**src/rtl/vote_pkg.sv**
```systemverilog
// Shared types and constants for the four-voter ballot controller.
// The verdict encoding is one-hot so downstream logic can decode it without comparators.
package vote_pkg;

   localparam int N_VOTERS = 4;

   typedef enum logic [1:0] {
      ST_IDLE   = 2'd0,
      ST_OPEN   = 2'd1,
      ST_TALLY  = 2'd2,
      ST_REPORT = 2'd3
   } state_e;

   localparam logic [2:0] RES_FAIL = 3'b100;
   localparam logic [2:0] RES_TIE  = 3'b010;
   localparam logic [2:0] RES_PASS = 3'b001;

   function automatic logic [2:0] count_ones(input logic [N_VOTERS-1:0] mask);
      logic [2:0] n;
      n = '0;
      for (int i = 0; i < N_VOTERS; i++) n = n + 3'(mask[i]);
      return n;
   endfunction

endpackage

```
**src/rtl/vote_session_ctrl_if.sv**
```systemverilog
// Ballot bus between a requester (master) and the session controller (slave).
// The master opens sessions and presents votes; the slave returns acks, status and the verdict.
interface vote_session_ctrl_if;
   import vote_pkg::*;

   logic                start;
   logic [N_VOTERS-1:0] vote_valid;
   logic [N_VOTERS-1:0] vote_yes;
   logic [N_VOTERS-1:0] vote_ack;
   logic [N_VOTERS-1:0] voted;
   logic                busy;
   logic                done;
   logic [2:0]          result;

   modport master (
      output start, vote_valid, vote_yes,
      input  vote_ack, voted, busy, done, result
   );

   modport slave (
      input  start, vote_valid, vote_yes,
      output vote_ack, voted, busy, done, result
   );

endinterface

```
**src/rtl/vote_tally.sv**
```systemverilog
// Combinational verdict: counts yes bits and maps the count to the one-hot result.
// Fewer than two yes fails, exactly two ties, three or more passes.
module vote_tally
   import vote_pkg::*;
(
   input  logic [N_VOTERS-1:0] i_yes_mask,
   output logic [2:0]          o_result
);

   logic [2:0] w_count;

   assign w_count = count_ones(i_yes_mask);

   always_comb begin
      // NOTE: give every output a default first so no latch is inferred.
      o_result = RES_FAIL;
      if (w_count == 3'd2)      o_result = RES_TIE;
      else if (w_count > 3'd2)  o_result = RES_PASS;
   end

endmodule

```
**src/rtl/vote_session_ctrl.sv**
```systemverilog
// Ballot session controller: opens a timed voting window, accepts one vote per voter,
// then tallies and reports a one-hot verdict with a single done pulse.
module vote_session_ctrl
   import vote_pkg::*;
#(
   parameter int TIMEOUT_CYCLES = 16
)(
   input  logic                clk,
   input  logic                rst,
   vote_session_ctrl_if.slave  bus
);

   localparam int              TW         = $clog2(TIMEOUT_CYCLES + 1);
   localparam logic [TW-1:0]   TIMER_LOAD = TW'(TIMEOUT_CYCLES - 1);

   localparam logic [1:0] S_IDLE   = ST_IDLE;
   localparam logic [1:0] S_OPEN   = ST_OPEN;
   localparam logic [1:0] S_TALLY  = ST_TALLY;
   localparam logic [1:0] S_REPORT = ST_REPORT;

   logic [1:0]          r_state;
   logic [TW-1:0]       r_timer;
   logic [N_VOTERS-1:0] r_voted;
   logic [N_VOTERS-1:0] r_yes;
   logic [N_VOTERS-1:0] r_ack;
   logic                r_done;
   logic [2:0]          r_result;

   logic [N_VOTERS-1:0] w_accept;
   logic [N_VOTERS-1:0] w_voted_next;
   logic [N_VOTERS-1:0] w_yes_next;
   logic [N_VOTERS-1:0] w_yes_masked;
   logic [2:0]          w_verdict;

   // Only first-time voters are accepted, and only while the window is open.
   assign w_accept     = (r_state == S_OPEN) ? (bus.vote_valid & ~r_voted) : '0;
   assign w_voted_next = r_voted | w_accept;
   assign w_yes_next   = (r_yes & ~w_accept) | (bus.vote_yes & w_accept);
   assign w_yes_masked = r_yes & r_voted;

   vote_tally u_tally (
      .i_yes_mask (w_yes_masked),
      .o_result   (w_verdict)
   );

   always_ff @(posedge clk) begin
      // NOTE: all state uses non-blocking assignments so every register samples pre-edge values.
      if (rst) begin
         r_state  <= S_IDLE;
         r_timer  <= '0;
         r_voted  <= '0;
         r_yes    <= '0;
         r_ack    <= '0;
         r_done   <= 1'b0;
         r_result <= '0;
      end else begin
         r_ack  <= w_accept;
         r_done <= 1'b0;
         case (r_state)
            S_IDLE: begin
               if (bus.start) begin
                  r_state <= S_OPEN;
                  r_voted <= '0;
                  r_yes   <= '0;
                  r_timer <= TIMER_LOAD;
               end
            end
            S_OPEN: begin
               r_voted <= w_voted_next;
               r_yes   <= w_yes_next;
               if (&w_voted_next || r_timer == '0) r_state <= S_TALLY;
               else                                r_timer <= r_timer - TW'(1);
            end
            S_TALLY: begin
               r_result <= w_verdict;
               r_done   <= 1'b1;
               r_state  <= S_REPORT;
            end
            default: r_state <= S_IDLE;
         endcase
      end
   end

   assign bus.vote_ack = r_ack;
   assign bus.voted    = r_voted;
   assign bus.busy     = (r_state != S_IDLE);
   assign bus.done     = r_done;
   assign bus.result   = r_result;

endmodule
```
**src/flat_wrapper.sv**
```systemverilog
// flat-port wrapper written by rule: the top's interface ports become plain ports
module vote_session_ctrl_flat import vote_pkg::*;
#(
   parameter int TIMEOUT_CYCLES = 16
)
  (clk, rst, bus_start, bus_vote_valid, bus_vote_yes, bus_vote_ack, bus_voted, bus_busy, bus_done, bus_result);
  vote_session_ctrl_if bus_i ();
  input  logic clk;
  input  logic rst;
  input wire logic [$bits(bus_i.start)-1:0] bus_start;
  input wire logic [$bits(bus_i.vote_valid)-1:0] bus_vote_valid;
  input wire logic [$bits(bus_i.vote_yes)-1:0] bus_vote_yes;
  output wire logic [$bits(bus_i.vote_ack)-1:0] bus_vote_ack;
  output wire logic [$bits(bus_i.voted)-1:0] bus_voted;
  output wire logic [$bits(bus_i.busy)-1:0] bus_busy;
  output wire logic [$bits(bus_i.done)-1:0] bus_done;
  output wire logic [$bits(bus_i.result)-1:0] bus_result;
  assign bus_i.start = bus_start;
  assign bus_i.vote_valid = bus_vote_valid;
  assign bus_i.vote_yes = bus_vote_yes;
  assign bus_vote_ack = bus_i.vote_ack;
  assign bus_voted = bus_i.voted;
  assign bus_busy = bus_i.busy;
  assign bus_done = bus_i.done;
  assign bus_result = bus_i.result;
  vote_session_ctrl #(.TIMEOUT_CYCLES(TIMEOUT_CYCLES)) u_core (.clk(clk), .rst(rst), .bus(bus_i));
endmodule
```
**config.mk**
```make
export PLATFORM = sky130hd
export DESIGN_NAME = vote_session_ctrl_flat
export DESIGN_NICKNAME = d
export VERILOG_FILES = /design/src/rtl/vote_pkg.sv /design/src/rtl/vote_session_ctrl_if.sv /design/src/rtl/vote_tally.sv /design/src/rtl/vote_session_ctrl.sv /design/src/flat_wrapper.sv
export SDC_FILE = /design/constraint.sdc
export NUM_CORES = 1
export LEC_CHECK = 0
export CAP_MARGIN = 15
export CORE_MARGIN = 4
export CORE_UTILIZATION = 35
export CTS_CLUSTER_DIAMETER = 30
export DETAILED_ROUTE_END_ITERATION = 16
export PLACE_DENSITY = 0.62
export SYNTH_ARGS = -nofsm -noshare
export SYNTH_HDL_FRONTEND = slang
export SYNTH_SLANG_ARGS = --single-unit
```
**constraint.sdc**
```tcl
create_clock -name clk -period 2.4 [get_ports clk]
set_input_delay 0.36 -clock clk [delete_from_list [all_inputs] [get_ports clk]]
set_output_delay 0.36 -clock clk [all_outputs]
set_load 0.01 [all_outputs]
```
==> results of run 1 <==
[path summary, 6_finish.rpt]
| kind | from | end | slack [ns] |
|---|---|---|---|
| min | u_core.bus.result[1]$_SDFFE_PP0P_ | u_core.bus.result[1]$_SDFFE_PP0P_ | 0.48 |
| max | u_core.bus.voted[1]$_SDFFE_PP0P_ | u_core.bus.result[0]$_SDFFE_PP0P_ | 0.24 |
| min reg2reg | u_core.bus.result[1]$_SDFFE_PP0P_ | u_core.bus.result[1]$_SDFFE_PP0P_ | 0.48 |
| max reg2reg | u_core.bus.voted[1]$_SDFFE_PP0P_ | u_core.bus.result[0]$_SDFFE_PP0P_ | 0.24 |
[logic make-up after synthesis]
| kind of cell | count (synthesis) | share of synthesized area |
|---|---|---|
| compound gates | 29 | 0.163 |
| flops | 23 | 0.385 |
| fa+ha+maj | 10 | 0.111 |
| mux | 6 | 0.0502 |
| buf+inv | 15 | 0.0471 |
| simple gates | 53 | 0.244 |
[through the flow]
step | cells | power [W] | instance area (um2) | setup slack [ns] | hold WS, ns
after detailed placement | 205 | 0.00132 | 1510 | 0.235 | 0.469
after global routing | 209 | 0.00163 | 1540 | 0.00602 | 0.519
after CTS | 209 | 0.00151 | 1540 | 0.198 | 0.491
after floorplan | 136 | 0.00106 | 1200 | 0.358 | 0.432
after global placement | 205 | 0.00131 | 1510 | 0.296 | 0.467
final | 209 | 0.00151 | 1540 | 0.235 | 0.483
[layout make-up]
| type | count | share of cell area |
|---|---|---|
| clock buffers | 4 | 0.0171 |
| repair buffers | 29 | 0.179 |
| well taps | 44 | 0.0358 |
| inverters | 11 | 0.0269 |
| multi-input cells | 98 | 0.442 |
| flip-flops and latches | 23 | 0.299 |
[cell usage in the layout, fill, tap and decap left out, types with 2 or more instances in the layout]
master           count
nor3_1               8
nand3_1              2
nor2b_1              2
a31oi_1              3
inv_1               11
nor2_1              12
ha_1                 9
nand4b_1             3
buf_4                6
nand2b_1             4
nand4_1              2
mux2i_1              6
or3_1                2
clkbuf_4             3
dfxtp_1             23
nand2_1             10
a21oi_1             12
nor3b_1              4
o21ai_0              2
clkdlybuf4s50_1     23
[power by group]
group | leakage (nW) | switching (W) | total (W) | internal, W
registers | 0.188 | 0.0000688 | 0.000537 | 0.000469
clock network | 0.0150 | 0.000125 | 0.000190 | 0.0000650
logic | 0.398 | 0.000428 | 0.000778 | 0.000350
[sequential cells by signal, summed over array words and instances (netlist names)]
name,cells
u_core.bus.done,1
u_core.r_yes,4
u_core.r_state,2
u_core.bus.vote_ack,4
u_core.bus.result,3
u_core.bus.voted,4
u_core.r_timer,5
[worst max-delay path, cell delays in order (launching register included)]
cell	delay, ns
dfxtp_1	0.43
nand2_1	0.11
fa_1	0.54
inv_1	0.04
ha_1	0.21
ha_1	0.27
a21boi_0	0.28
nand2b_1	0.10
a21oi_1	0.13
[routing by layer]
metal  up-vias  routed length [um]
met5         -                   0
li1        542                   -
met1       498                1370
met4         0                  22
met3         2                 131
met2        27                1320
==> run summary, run 1 <==
Register-to-Register Path Depth - 8
Tightest Hold Check Type - reg -> reg
status - finished clean
Worst-path clk slew - 0.13 ns
largest net degree at the start of global routing - 15
Core Footprint - 3150 um2
post-route setup TNS - 0 ns
First DRT Iteration DRCs - 84
routed via count - 1069
Netlist cell types - 35
first-pass GRT wire length - 4750 um
Mapped Avg Cell Area - 8.80 um2
CP endpoint kind - register
Final ANT Viol Nets - 0
Fill cells - 328
Vias/cell - 5.11
number of I/O pins - 24
max-slew violation count - 0
P&R area growth vs syn - 28.6%
clock sink count - 23
vias in the first global route - 1047
YS warnings - 0
Cells on Worst Hold Path - 2
clock root cell - clkbuf_4
TritonCTS clock tree - done
die area - 4420 um2
Crit path arrival time - 2.42 ns
ys flop type - dfxtp_1
CTS resizes - 0
Detailed Route WL - 2840 um
GP Congestion - 0.887
count leader, synth - dfxtp_1
Mapped Area - 1200 um2
site row count - 20
GRT overflow - 0
met3 usage - 0.0388
Post-CTS Hold Buffers - 0
PortBufs - 23
met1 Resource Use GR - 0.174
leakage power - 0.601 nW
asr flop ratio synth - 0
sequential-to-total area share from yosys stat - 0.385
kind of critical path - reg -> reg
grt met2 use - 0.233
Final Hold Fails - 0
# H-tree levels - 1
slew margin rel. - 0.571
Wirelength per Cell - 13.6 um
f_max - 0.462 GHz
area of the multi-input gates - 679 um2
fin crit period - 2.16 ns
Post-CTS Setup Bufs - 0
drc violations - 0
Crit Path Max Fanout - 6
max-cap violations - 0
Worst Skew - 0.00867 ns
cell taking the most area after synthesis - dfxtp_1
final core occ - 0.488
layout cells sized above 1 - 0.0727
Layout Nets - 187
Inserted Clock Buffers - 3
top post-synthesis cells by count - dfxtp_1, a21oi_1, nor2_1
FF+latch area - 460 um2
most crowded layer after global routing - met2
GRT Util Overall - 0.138
syn_nets - 157
starting density of the core - 0.379
top-area cell type share of the netlist area - 0.385
PD cells - 979 nW/um2
VDD IR max - 0.337 mV
fin crit share - 0.902
Chip Height - 66.5 um
Mapped Cells - 136
iteration count of the initial detailed-routing pass - 5
Antenna diodes - 0
hpwl dp - 2130 um
#FFs+latches synth - 23
Bufs on Longest Clock Path - 2
ranking of synthesized cells by area - dfxtp_1, ha_1, a21oi_1
RSZ-0062 raised after global routing - no
Req. time, crit path - 2.66 ns
count of flip-flops with a built-in enable after synthesis - 0
die width - 66.5 um
Skew-Pair Late Insertion Delay - 0.32 ns
Setup-failing EPs final - 0
Worst Tran Pin Value - 0.637 ns
antenna violations before repair - 0
startpoint types - register
Power figures use the tool's default switching activity.
==> inputs of run 2 (changes only) <==
--- a/config.mk
+++ b/config.mk
@@ -8,9 +8,11 @@
 export CAP_MARGIN = 15
 export CORE_MARGIN = 4
 export CORE_UTILIZATION = 35
+export CTS_BUF_LIST = sky130_fd_sc_hd__clkbuf_16
 export CTS_CLUSTER_DIAMETER = 30
 export DETAILED_ROUTE_END_ITERATION = 16
 export PLACE_DENSITY = 0.62
+export SKIP_CTS_REPAIR_TIMING = 1
 export SYNTH_ARGS = -nofsm -noshare
 export SYNTH_HDL_FRONTEND = slang
 export SYNTH_SLANG_ARGS = --single-unit
==> run summary, run 2 (synthesis results as in run 1) <==
Crit path top cell by count - ha_1
Req. time, crit path - 2.59 ns (-0.07 ns)
iteration count of the initial detailed-routing pass - 4 (-1)
Reg with most FFs - u_core.r_timer
Wirelength per Cell - 13.5 um (-0.74%)
status - finished clean
Crit Path Max Fanout - 6 (unchanged)
die width - 66.5 um (unchanged)
Final ANT Viol Nets - 0 (unchanged)
drc violations - 0 (unchanged)
clock root cell - clkbuf_16
area of the multi-input gates - 679 um2 (unchanged)
antenna violations before repair - 0 (unchanged)
max-cap violations - 0 (unchanged)
Register-to-Register Path Depth - 8 (unchanged)
kind of critical path - reg -> reg
Crit path arrival time - 2.34 ns (-0.08 ns)
Worst-path clk slew - 0.06 ns (-0.07 ns)
Final Hold Fails - 0 (unchanged)
leakage power - 0.628 nW (+4.5%)
First DRT Iteration DRCs - 68 (-19%)
Tightest Hold Check Type - reg -> reg
PortBufs - 23 (unchanged)
Setup-failing EPs final - 0 (unchanged)
Worst Skew - 0.00494 ns (-0.00373 ns)
worst r2r dst - u_core.bus.result[0]$_SDFFE_PP0P_
Vias/cell - 5.18 (+1.3%)
PnR Total Power - 0.00168 W (+11%)
reg2reg start - u_core.bus.voted[1]$_SDFFE_PP0P_
starting density of the core - 0.379 (unchanged)
Inserted Clock Buffers - 3 (unchanged)
Worst Setup SP - u_core.bus.voted[1]$_SDFFE_PP0P_
site row count - 20 (unchanged)
P&R area growth vs syn - 33.0%
clock sink count - 23 (unchanged)
die area - 4420 um2 (unchanged)
Fill cells - 325 (-0.91%)
vias in the first global route - 1055 (+0.76%)
Cells on Worst Hold Path - 2 (unchanged)
CP endpoint kind - register
PD cells - 1050 nW/um2 (+7.7%)
fin crit share - 0.896 (-0.00615)
number of cells on the critical path - 8 (unchanged)
Placed Area - 1510 um2 (unchanged)
Core Footprint - 3150 um2 (unchanged)
GRT overflow - 0 (unchanged)
# H-tree levels - 1 (unchanged)
largest net degree at the start of global routing - 15 (unchanged)
fin area - 1590 um2 (+3.4%)
fin crit period - 2.15 ns (-0.0148 ns)
critical path's top delay family - adder cells
Worst Tran Pin Value - 0.644 ns (+0.00629 ns)
max-slew violation count - 0 (unchanged)
worst-path cell chain - nand2_1, fa_1, inv_1, ha_1, ha_1, a21boi_0, nand2b_1, a21oi_1
layout cells sized above 1 - 0.0727 (unchanged)
GP Congestion - 0.887 (unchanged)
first-pass GRT wire length - 4750 um (unchanged)
startpoint types - register
TritonCTS clock tree - done
GRT Util Overall - 0.140 (+0.00176)
CP peak stage delay - 0.54 ns (about the same)
post-route setup TNS - 0 ns (unchanged)
Worst Path Buf+Inv - 1 (unchanged)
RSZ-0062 raised after global routing - no
routed via count - 1083 (+1.3%)
Bufs on Longest Clock Path - 2 (unchanged)
slew margin rel. - 0.566 (-0.00424)
f_max - 0.465 GHz (+0.69%)
Antenna diodes - 0 (unchanged)
Layout Nets - 187 (unchanged)
final core occ - 0.504 (+0.0167)
R2R Setup Slk - 0.25 ns (about the same)
FF+latch area - 460 um2 (unchanged)
max FFs per register - 5 (unchanged)
Detailed Route WL - 2820 um (-0.74%)
number of I/O pins - 24 (unchanged)
most frequent cells in the layout - clkdlybuf4s50_1, dfxtp_1, inv_1, nor2_1, a21oi_1
Skew-Pair Late Insertion Delay - 0.26 ns (-0.06 ns)
crit path to - u_core.bus.result[0]$_SDFFE_PP0P_
Chip Height - 66.5 um (unchanged)
Max stage delay cell, worst path - fa_1
hpwl dp - 2130 um (unchanged)
VDD IR max - 0.628 mV (+86%)
run 2: worst min path at each step:
stage | from | end | slack [ns]
6_report | u_core.bus.result[1]$_SDFFE_PP0P_ | u_core.bus.result[1]$_SDFFE_PP0P_ | 0.47
2_1_floorplan | rst | u_core.bus.done$_SDFF_PP0_ | 0.43
3_3_place_gp | u_core.bus.result[1]$_SDFFE_PP0P_ | u_core.bus.result[1]$_SDFFE_PP0P_ | 0.47
4_1_cts | u_core.bus.result[1]$_SDFFE_PP0P_ | u_core.bus.result[1]$_SDFFE_PP0P_ | 0.48
5_1_grt | u_core.bus.result[1]$_SDFFE_PP0P_ | u_core.bus.result[1]$_SDFFE_PP0P_ | 0.51
3_5_place_dp | u_core.bus.result[1]$_SDFFE_PP0P_ | u_core.bus.result[1]$_SDFFE_PP0P_ | 0.47
run 2: per-layer routing:
metal  part of all wire  GRT usage  up-vias
met1               0.48      0.170      517
met4             0.0089     0.0558        0
met3              0.038     0.0388        4
met5                  0          0        -
li1                   -          -      543
met2               0.47      0.232       19
run 2: worst register-to-register path, delay by kind of cell (launching register included):
| family | cells | cell delay, ns |
|---|---|---|
| compound gates | 2 | 0.42 |
| fa+ha+maj | 3 | 1.02 |
| buf+inv | 1 | 0.04 |
| flops | 1 | 0.40 |
| simple gates | 2 | 0.21 |
run 2: area by class of cell:
cell class,count,area share
multi-input cells,98,0.427
repair buffers,29,0.173
well taps,44,0.0346
clock inverters,1,0.00236
flip-flops and latches,23,0.290
clock buffers,3,0.0472
inverters,11,0.0260
run 2: power breakdown:
part	internal, W	switching (W)	leakage (nW)
logic	0.000350	0.000430	0.398
registers	0.000470	0.0000687	0.188
clock network	0.000222	0.000135	0.0423
total	0.00104	0.000634	0.628
run 2: through the flow:
stage	hold WS [ns]	setup slack (ns)	std cells
after floorplan	0.432	0.358	136
after global placement	0.467	0.296	205
after detailed placement	0.469	0.235	205
after CTS	0.481	0.214	209
after global routing	0.510	0.0233	209
final	0.474	0.250	209
==> inputs of run 3 (changes only) <==
--- a/config.mk
+++ b/config.mk
@@ -6,12 +6,14 @@
 export NUM_CORES = 1
 export LEC_CHECK = 0
 export CAP_MARGIN = 15
+export CELL_PAD_IN_SITES_DETAIL_PLACEMENT = 2
+export CELL_PAD_IN_SITES_GLOBAL_PLACEMENT = 2
 export CORE_MARGIN = 4
-export CORE_UTILIZATION = 35
+export CORE_UTILIZATION = 30
 export CTS_BUF_LIST = sky130_fd_sc_hd__clkbuf_16
 export CTS_CLUSTER_DIAMETER = 30
 export DETAILED_ROUTE_END_ITERATION = 16
-export PLACE_DENSITY = 0.62
+export PLACE_DENSITY = 0.82
 export SKIP_CTS_REPAIR_TIMING = 1
 export SYNTH_ARGS = -nofsm -noshare
 export SYNTH_HDL_FRONTEND = slang
==> run summary, run 3 (synthesis results as in run 1) <==
f_max - 0.465 GHz (about the same)
fin area - 1600 um2 (+0.39%)
die area - 5060 um2 (+15%)
Core Footprint - 3740 um2 (+19%)
GP Congestion - 0.723 (-19%)
antenna violations before repair - 0 (unchanged)
Reg with most FFs - u_core.r_timer
site row count - 22 (+10%)
max-slew violation count - 0 (unchanged)
iteration count of the initial detailed-routing pass - 4 (unchanged)
worst-path cell chain - inv_1, ha_1, a21oi_1, or4_4, a31o_1, a311oi_2
fin crit period - 2.15 ns (-0.000461 ns)
starting density of the core - 0.320 (-0.0598)
max FFs per register - 5 (unchanged)
Tightest Hold Check Type - reg -> reg
Setup-failing EPs final - 0 (unchanged)
Bufs on Longest Clock Path - 2 (unchanged)
Req. time, crit path - 2.57 ns (-0.02 ns)
TritonCTS clock tree - done
area of the multi-input gates - 679 um2 (unchanged)
most frequent cells in the layout - clkdlybuf4s50_1, dfxtp_1, nor2_1, a21oi_1, inv_1
Worst Path Buf+Inv - 1 (unchanged)
Detailed Route WL - 3540 um (+26%)
first-pass GRT wire length - 6040 um (+27%)
CP peak stage delay - 0.56 ns (+0.02 ns)
Fill cells - 430 (+32%)
slew margin rel. - 0.786 (+0.220)
Skew-Pair Late Insertion Delay - 0.26 ns (about the same)
GRT Util Overall - 0.149 (+0.00902)
PD cells - 1090 nW/um2 (+3.4%)
VDD IR max - 0.375 mV (-40%)
layout cells sized above 1 - 0.0788 (+0.00606)
die width - 71.1 um (+7.0%)
Max stage delay cell, worst path - or4_4
GRT overflow - 0 (unchanged)
hpwl dp - 2770 um (+30%)
FF+latch area - 460 um2 (unchanged)
Worst Skew - 0.00730 ns (+0.00236 ns)
routed via count - 1104 (+1.9%)
Layout Nets - 187 (unchanged)
Final Hold Fails - 0 (unchanged)
Vias/cell - 5.18 (about the same)
Antenna diodes - 0 (unchanged)
startpoint types - register
Worst-path clk slew - 0.07 ns (about the same)
First DRT Iteration DRCs - 35 (-49%)
Placed Area - 1520 um2 (+0.33%)
# H-tree levels - 1 (unchanged)
critical path's top delay family - compound AO/OA/AOI/OAI gates
worst slack at placement - 0.149 ns (-0.0864 ns)
leakage power - 0.627 nW (-0.18%)
CP endpoint kind - register
max-cap violations - 0 (unchanged)
PnR Total Power - 0.00174 W (+3.8%)
largest net degree at the start of global routing - 14 (-1)
Crit path arrival time - 2.32 ns (-0.02 ns)
Final ANT Viol Nets - 0 (unchanged)
vias in the first global route - 1232 (+17%)
Crit Path Max Fanout - 9 (+3)
Worst Tran Pin Value - 0.320 ns (-0.324 ns)
Wirelength per Cell - 16.6 um (+23%)
Inserted Clock Buffers - 3 (unchanged)
Chip Height - 71.1 um (+7.0%)
clock root cell - clkbuf_16
number of I/O pins - 24 (unchanged)
RSZ-0062 raised after global routing - no
drc violations - 0 (unchanged)
status - finished clean
fin crit share - 0.896 (about the same)
clock sink count - 23 (unchanged)
worst setup slack after layout - 0.250 ns (+0.000461 ns)
PortBufs - 23 (unchanged)
kind of critical path - reg -> reg
P&R area growth vs syn - 33.5%
post-route setup TNS - 0 ns (unchanged)
==> run 3: changes by cell type in the layout (fill, tap and decap cells not counted) <==
cell / previous run / this run
a21boi_0: 1 / 0
a21boi_1: 0 / 1
clkinv_2: 0 / 1
inv_1: 12 / 11
==> run 3: metal layers <==
layer | track usage | vias to the layer above | wire [um]
li1 | - | 543 | -
met1 | 0.183 | 539 | 1560
met2 | 0.271 | 20 | 1870
met3 | 0.0284 | 2 | 100
met4 | 0.0251 | 0 | 14
met5 | 0 | - | 0
==> run 3: final timing paths <==
kind / from / endpoint / slack [ns] / cells after the start
hold / removal: u_core.bus.result[0]$_SDFFE_PP0P_ / u_core.bus.result[0]$_SDFFE_PP0P_ / 0.49 / 2
hold reg to reg: u_core.bus.result[0]$_SDFFE_PP0P_ / u_core.bus.result[0]$_SDFFE_PP0P_ / 0.49 / 2
setup / recovery: u_core.r_state[1]$_SDFFE_PP0P_ / u_core.r_timer[4]$_SDFFE_PP0P_ / 0.25 / 6
setup reg to reg: u_core.r_state[1]$_SDFFE_PP0P_ / u_core.r_timer[4]$_SDFFE_PP0P_ / 0.25 / 6
==> run 3: power by group <==
group          internal [W]  leakage [nW]  switching, W
logic              0.000359         0.399      0.000463
clock network      0.000225        0.0409      0.000150
registers          0.000469         0.188     0.0000754
==> run 3: final cells by class <==
class                   instances  area share
clock buffers                   3      0.0470
clock inverters                 1     0.00313
inverters                      11      0.0259
multi-input cells              98       0.426
flip-flops and latches         23       0.288
well taps                      48      0.0376
repair buffers                 29       0.172
==> run 3: stage by stage <==
| step | instances | utilization | hold WS, ns |
|---|---|---|---|
| floorplan | 136 | - | 0.432 |
| global placement | 209 | 0.405 | 0.470 |
| detailed placement | 209 | 0.405 | 0.477 |
| CTS | 213 | 0.426 | 0.496 |
| global route | 213 | 0.426 | 0.534 |
| finish | 213 | 0.426 | 0.487 |
==> run 3: worst register-to-register path: stages, from the launching register on <==
cell	delay, ns
dfxtp_1	0.33
inv_1	0.14
ha_1	0.37
a21oi_1	0.17
or4_4	0.56
a31o_1	0.22
a311oi_2	0.27
